===== src/rtl/vec_alu_sequencer_pkg.sv =====
// Shared opcodes, sequencer states and flag bit positions for the vector ALU sequencer.
package vec_seq_pkg;
  localparam logic [2:0] OP_ADD = 3'b000;
  localparam logic [2:0] OP_SUB = 3'b001;
  localparam logic [2:0] OP_MUL = 3'b010;

  typedef enum logic [1:0] {IDLE, ISSUE, DONE} state_e;

  localparam int FLG_C = 0;
  localparam int FLG_Z = 1;
  localparam int FLG_N = 2;
  localparam int FLG_V = 3;
  localparam int FLG_W = 4;
endpackage


===== src/rtl/vec_alu_sequencer_flag_acc.sv =====
// Flag accumulator: OR-merges carry/neg/ovf and AND-merges zero over the masked lanes of each beat.
module vec_seq_flag_acc
  import vec_seq_pkg::*;
#(
  parameter int NUM_ALU = 2
) (
  input  logic                     clk,
  input  logic                     rst_n,
  input  logic                     i_clr,
  input  logic                     i_en,
  input  logic [NUM_ALU-1:0]       i_mask,
  input  logic [NUM_ALU*FLG_W-1:0] i_flags,
  output logic [FLG_W-1:0]         o_flags
);
  logic [FLG_W-1:0] r_acc;
  logic [FLG_W-1:0] w_merge;

  always_comb begin
    w_merge = r_acc;
    for (int j = 0; j < NUM_ALU; j++) begin
      if (i_mask[j]) begin
        w_merge[FLG_C] = w_merge[FLG_C] | i_flags[j*FLG_W+FLG_C];
        w_merge[FLG_Z] = w_merge[FLG_Z] & i_flags[j*FLG_W+FLG_Z];
        w_merge[FLG_N] = w_merge[FLG_N] | i_flags[j*FLG_W+FLG_N];
        w_merge[FLG_V] = w_merge[FLG_V] | i_flags[j*FLG_W+FLG_V];
      end
    end
  end

  // zero starts at 1 so the AND over lanes reflects "every merged lane was zero"
  always_ff @(posedge clk) begin
    if (!rst_n)     r_acc <= '0;
    else if (i_clr) r_acc <= FLG_W'(1) << FLG_Z;
    else if (i_en)  r_acc <= w_merge;
  end

  assign o_flags = r_acc;
endmodule


===== src/rtl/vec_alu_sequencer.sv =====
// Issues one vector op over NUM_ALU shared lanes, one beat per cycle, and gathers results and flags.
// Optional VEC_SEQ_PERF_EN adds perf_ops / perf_busy counters.
module vec_alu_sequencer
  import vec_seq_pkg::*;
#(
  parameter int VEC_LEN = 8,
  parameter int NUM_ALU = 2,
  parameter int DATA_W  = 16
) (
  input  logic                       clk,
  input  logic                       rst_n,
  input  logic                       op_valid,
  output logic                       op_ready,
  input  logic [2:0]                 op_code,
  input  logic                       op_scalar,
  input  logic [VEC_LEN*DATA_W-1:0]  op_a,
  input  logic [VEC_LEN*DATA_W-1:0]  op_b,
  output logic [NUM_ALU*DATA_W-1:0]  alu_a,
  output logic [NUM_ALU*DATA_W-1:0]  alu_b,
  output logic [2:0]                 alu_opcode,
  output logic                       alu_scalar,
  output logic [NUM_ALU*32-1:0]      alu_inst,
  input  logic [NUM_ALU*DATA_W-1:0]  alu_result,
  input  logic [NUM_ALU*FLG_W-1:0]   alu_flags,
  output logic                       res_valid,
  input  logic                       res_ready,
  output logic [VEC_LEN*DATA_W-1:0]  res_vec,
  output logic [FLG_W-1:0]           res_flags
`ifdef VEC_SEQ_PERF_EN
  ,
  output logic [31:0]                perf_ops,
  output logic [31:0]                perf_busy
`endif
);
  localparam int BEATS = VEC_LEN / NUM_ALU;
  localparam int BW    = (BEATS > 1) ? $clog2(BEATS) : 1;

  state_e                      r_state;
  logic [BW-1:0]               r_beat;
  logic [2:0]                  r_op;
  logic                        r_scalar;
  logic [VEC_LEN*DATA_W-1:0]   r_a, r_b, r_res;

  logic                        w_issue, w_accept;
  logic [NUM_ALU-1:0]          w_mask;
  logic [NUM_ALU-1:0][31:0]    w_idx;

  assign w_issue    = (r_state == ISSUE);
  assign w_accept   = (r_state == IDLE) && op_valid;
  assign op_ready   = (r_state == IDLE);
  assign res_valid  = (r_state == DONE);
  assign res_vec    = r_res;
  assign alu_opcode = w_issue ? r_op : 3'b000;
  assign alu_scalar = w_issue & r_scalar;

  // Lane j of beat b carries global element b*NUM_ALU+j; scalar ops keep only lane 0.
  for (genvar j = 0; j < NUM_ALU; j++) begin : g_lane
    assign w_idx[j]  = 32'(r_beat) * 32'(NUM_ALU) + 32'(j);
    assign w_mask[j] = (j == 0) || !r_scalar;
    assign alu_a[j*DATA_W +: DATA_W] = w_issue ? r_a[w_idx[j]*32'(DATA_W) +: DATA_W] : '0;
    assign alu_b[j*DATA_W +: DATA_W] = w_issue ? r_b[w_idx[j]*32'(DATA_W) +: DATA_W] : '0;
    assign alu_inst[j*32 +: 32]      = w_issue ? w_idx[j] : '0;
  end

  always_ff @(posedge clk) begin
    if (!rst_n) begin
      r_state  <= IDLE;
      r_beat   <= '0;
      r_op     <= '0;
      r_scalar <= 1'b0;
      r_a      <= '0;
      r_b      <= '0;
      r_res    <= '0;
    end else begin
      case (r_state)
        IDLE: if (op_valid) begin
          r_op     <= op_code;
          r_scalar <= op_scalar;
          r_a      <= op_a;
          r_b      <= op_b;
          r_res    <= '0;
          r_beat   <= '0;
          r_state  <= ISSUE;
        end
        ISSUE: begin
          for (int j = 0; j < NUM_ALU; j++)
            if (w_mask[j]) r_res[w_idx[j]*32'(DATA_W) +: DATA_W] <= alu_result[j*DATA_W +: DATA_W];
          if (r_beat == BW'(BEATS-1) || r_scalar) begin
            r_beat  <= '0;
            r_state <= DONE;
          end else begin
            r_beat <= r_beat + 1'b1;
          end
        end
        DONE: if (res_ready) r_state <= IDLE;
        default: r_state <= IDLE;
      endcase
    end
  end

  vec_seq_flag_acc #(.NUM_ALU(NUM_ALU)) u_flag_acc (
    .clk     (clk),
    .rst_n   (rst_n),
    .i_clr   (w_accept),
    .i_en    (w_issue),
    .i_mask  (w_mask),
    .i_flags (alu_flags),
    .o_flags (res_flags)
  );

`ifdef VEC_SEQ_PERF_EN
  always_ff @(posedge clk) begin
    if (!rst_n) begin
      perf_ops  <= '0;
      perf_busy <= '0;
    end else begin
      if (res_valid && res_ready) perf_ops  <= perf_ops + 32'd1;
      if (r_state != IDLE)        perf_busy <= perf_busy + 32'd1;
    end
  end
`endif
endmodule


===== config.mk =====
export PLATFORM = sky130hd
export DESIGN_NAME = vec_alu_sequencer
export DESIGN_NICKNAME = d
export VERILOG_FILES = /design/src/rtl/vec_alu_sequencer_pkg.sv /design/src/rtl/vec_alu_sequencer_flag_acc.sv /design/src/rtl/vec_alu_sequencer.sv
export SDC_FILE = /design/constraint.sdc
export NUM_CORES = 1
export LEC_CHECK = 0
export CAP_MARGIN = 20
export CORE_AREA = 2 2 222 224
export DETAILED_ROUTE_END_ITERATION = 16
export DIE_AREA = 0 0 224 226
export PLACE_DENSITY = 0.71
export SETUP_SLACK_MARGIN = 0.5
export SYNTH_ARGS = -nofsm -noshare
export SYNTH_HDL_FRONTEND = slang
export SYNTH_HIERARCHICAL = 1
export SYNTH_SLANG_ARGS = --single-unit

===== constraint.sdc =====
create_clock -name clk -period 6.7 [get_ports clk]
set_input_delay 1.005 -clock clk [delete_from_list [all_inputs] [get_ports clk]]
set_output_delay 1.005 -clock clk [all_outputs]
set_load 0.05 [all_outputs]

==> run_results.csv <==
group,metric,value,unit
drt,firstDrtPassIters,5,
power,total_leakage_power,8.66,nW
logic_synthesis,synth_flop_cell,"dfxtp_1",
logic_synthesis,yosysSeqAreaShare,0.468,
floorplan,die_h,226,um
sta,rsz0062_at_grt,"false",
place,gp_congestion,0.804,
clocking,cts_setup_buffers,0,
min_path,min_from,"r_b[98]$_SDFFE_PN0P_",
run_status,status,"complete, no violations",
cells_and_area,syn_to_final_growth,38.8,%
place,dpl_worst_slack,2.48,ns
worst_setup_path,reg2reg_depth,6,
clocking,cts-root-buf,"clkbuf_16",
floorplan,fp-row-count,81,
cells_and_area,final_common_cell,"nand2_1",
logic_synthesis,synth_warnings,6,
clocking,path_clk_slew,0.07,ns
cells_and_area,layout_common_cells,"556 x nand2_1, 509 x clkdlybuf4s50_1, 394 x dfxtp_1, 148 x a21boi_1, 114 x a21boi_0",
worst_setup_path,worstReg2RegEnd,"res_vec[79]$_SDFFE_PN0P_",
logic_synthesis,synth_edf_count,0,
worst_setup_path,r2r_setup_slack,3.37,ns
drt,routed-via-count,14303,
drt,drtAntennaViolNets,0,
place,io_buffers,510,
global_routing,grt-ovfl-total,0,
worst_setup_path,crit_required,5.69,ns
sta,setup_tns,0,ns
job,maxCapViolations,0,
global_routing,grt_max_degree,151,
clocking,cts_resized,0,
power,p_total,0.00583,W
worst_setup_path,crit_start,"r_state[0]$_SDFFE_PN0P_",
sta,fin_ws,2.00,ns
floorplan,start_util,0.351,
drt,wl_met2,25700,um
worst_setup_path,max_stage_delay,0.84,ns
drt,highest-signal-layer,"met5",
sta,fin_crit_sh,0.701,
cells_and_area,nFillCells,4451,
worst_setup_path,crit_arrival,3.69,ns
logic_synthesis,synth_top_cell_by_area,"dfxtp_1",
global_routing,grt_pass1_wl,81500,um
sta,hold_viol_final,0,
min_path,hold_path_end,"r_b[98]$_SDFFE_PN0P_",
drt,route.detailed.drc,0,
worst_setup_path,worstPathMaxFanout,47,
sta,fin_crit,4.70,ns
clocking,tritoncts.num_buffers,44,
logic_synthesis,ys_types,42,
logic_synthesis,ys_ff_latch,396,
global_routing,grt_pass1_vias,14563,
floorplan,dieWidth,224,um
place,dp_hpwl,37000,um
floorplan,io_pins,570,
clocking,cts.path.max_buffers,3,
worst_setup_path,slowest_stage,"clkdlybuf4s50_1",
sta,max_freq,213,MHz
worst_setup_path,end_kind,"output port",
drt,drt-initial-drc-count,831,
drt,wl_met3,4530,um
sta,maxSlewViolCount,0,
cells_and_area,drive_gt1_frac,0.0770,
worst_setup_path,cpLargestDelayFamily,"buffers and inverters",
floorplan,dieArea,50600,um2
drt,wl_met1,21400,um
logic_synthesis,synth.area.top_cells,"dfxtp_1 47%, nand2_1 12%, mux4_2 8.5%",
sta,relSlewSlack,0.286,
drt,vias_per_cell,5.01,
power,worst_ir_drop_vdd,0.211,mV
sta,tightest_slew,1.06,ns
logic_synthesis,netlist_area,17000,um2
logic_synthesis,synthCells,1770,
logic_synthesis,synthArstFlopShare,0,
min_path,hold-path-cell-count,2,
min_path,hp-class,"flop to flop",
sta,skew,0.0289,ns
clocking,cts_tree,"built",
sta,setup_viol,0,
worst_setup_path,crit_buf_inv,3,
clocking,htreeDepth,2,
worst_setup_path,worstSetupPathType,"flop to output port",
clocking,cts_sinks,396,
worst_setup_path,cp-start-kind,"flop",
global_routing,grt_usage,0.204,
cells_and_area,nets,2508,
worst_setup_path,r2r_start,"r_beat[1]$_SDFFE_PN0P_",
global_routing,antenna_found_initial,8,
power,p_per_area,248,nW/um2
logic_synthesis,syn_avg_cell_area,9.58,um2
drt,routedWlPerCell,18.7,um
worst_setup_path,path_cells,"nand2b_1, inv_2, buf_4, and2_1, clkdlybuf4s50_1",
clocking,postCtsHoldBufs,0,
floorplan,core_region_area,48300,um2
clocking,clock_latency,0.57,ns
drt,wl,53300,um
logic_synthesis,synth_top_area_share,0.468,
## cell families (layout without fill, tap and decap cells)
family	Yosys count	count (layout)	share of synthesized area
flops	396	396	0.468
mux	85	85	0.0974
other cells	2	65	0.000443
compound gates	393	393	0.190
buf+inv	218	620	0.0728
simple gates	670	670	0.167
fa+ha+maj	6	6	0.00443
## worst max path at each step
| stage | endpoint | slack (ns) | cells after the start |
|---|---|---|---|
| 2_1_floorplan | alu_inst[33] | 2.98 | 6 |
| 3_3_place_gp | alu_b[15] | 2.52 | 4 |
| 3_5_place_dp | alu_b[15] | 2.48 | 4 |
| 4_1_cts | alu_b[15] | 1.84 | 4 |
| 5_1_grt | alu_b[29] | 1.70 | 4 |
| 6_report | alu_b[27] | 2.00 | 5 |
## flip-flops by register name (all words and copies together) (netlist names)
register,flops
r_state,2
r_op,3
r_a,128
r_scalar,1
r_b,128
r_beat,2
u_flag_acc/o_flags,4
res_vec,128
## tightest hold or removal path: stages, from the launching register on
cell	delay, ns
dfxtp_1	0.30
nand2_1	0.05
a21boi_1	0.05
## synthesized netlist by cell type, types with 2 or more instances
| library cell | number |
|---|---|
| nor4_4 | 2 |
| nand2_1 | 556 |
| buf_1 | 2 |
| a21boi_0 | 114 |
| o21a_1 | 5 |
| buf_2 | 56 |
| nand4_1 | 16 |
| o2bb2ai_2 | 10 |
| buf_6 | 5 |
| o2bb2ai_1 | 5 |
| nor3b_1 | 2 |
| conb_1 | 2 |
| mux4_2 | 64 |
| clkbuf_1 | 61 |
| nor3_2 | 2 |
| nor2_1 | 10 |
| nand2b_1 | 3 |
| ha_1 | 6 |
| a21oi_1 | 4 |
| o311a_4 | 2 |
| dfxtp_1 | 396 |
| or3b_1 | 2 |
| inv_1 | 11 |
| a32o_1 | 32 |
| a21boi_1 | 148 |
| nor2b_1 | 4 |
| mux2i_1 | 21 |
| and2_1 | 67 |
| buf_4 | 82 |
| a22o_1 | 67 |
| nand3b_1 | 2 |
## per-layer routing
| layer | global-route usage | vias up |
|---|---|---|
| met3 | 0.0641 | 108 |
| met2 | 0.346 | 489 |
| met1 | 0.241 | 6908 |
| met5 | 0 | - |
| li1 | - | 6792 |
| met4 | 0.0772 | 6 |
## through the flow
| step | cell area (um2) | hold WS, ns | instances | utilization |
|---|---|---|---|---|
| after floorplan | 17200 | 0.430 | 1831 | - |
| after CTS | 23500 | 0.452 | 2851 | 0.485 |
| final | 23500 | 0.450 | 2857 | 0.487 |
| after global placement | 22000 | 0.438 | 2769 | 0.455 |
| after global routing | 23500 | 0.470 | 2857 | 0.487 |
| after detailed placement | 22000 | 0.444 | 2770 | 0.455 |
## area by class of cell
class | instances | area [um2] | area share
Multi-Input combinational cell | 1217 | 8040 | 0.342
Sequential cell | 396 | 7940 | 0.337
Timing Repair Buffer | 527 | 5260 | 0.224
Clock buffer | 68 | 1300 | 0.0554
Tap cell | 622 | 778 | 0.0331
Clock inverter | 13 | 153 | 0.00649
Inverter | 12 | 52.6 | 0.00223
Antenna cell | 2 | 5.00 | 0.000213
## report_power, final
part | internal, W | switching [W]
clock network | 0.00146 | 0.000955
logic | 0.000379 | 0.000495
registers | 0.00247 | 0.0000740
Note: power is estimated with default switching activity, not from simulation.
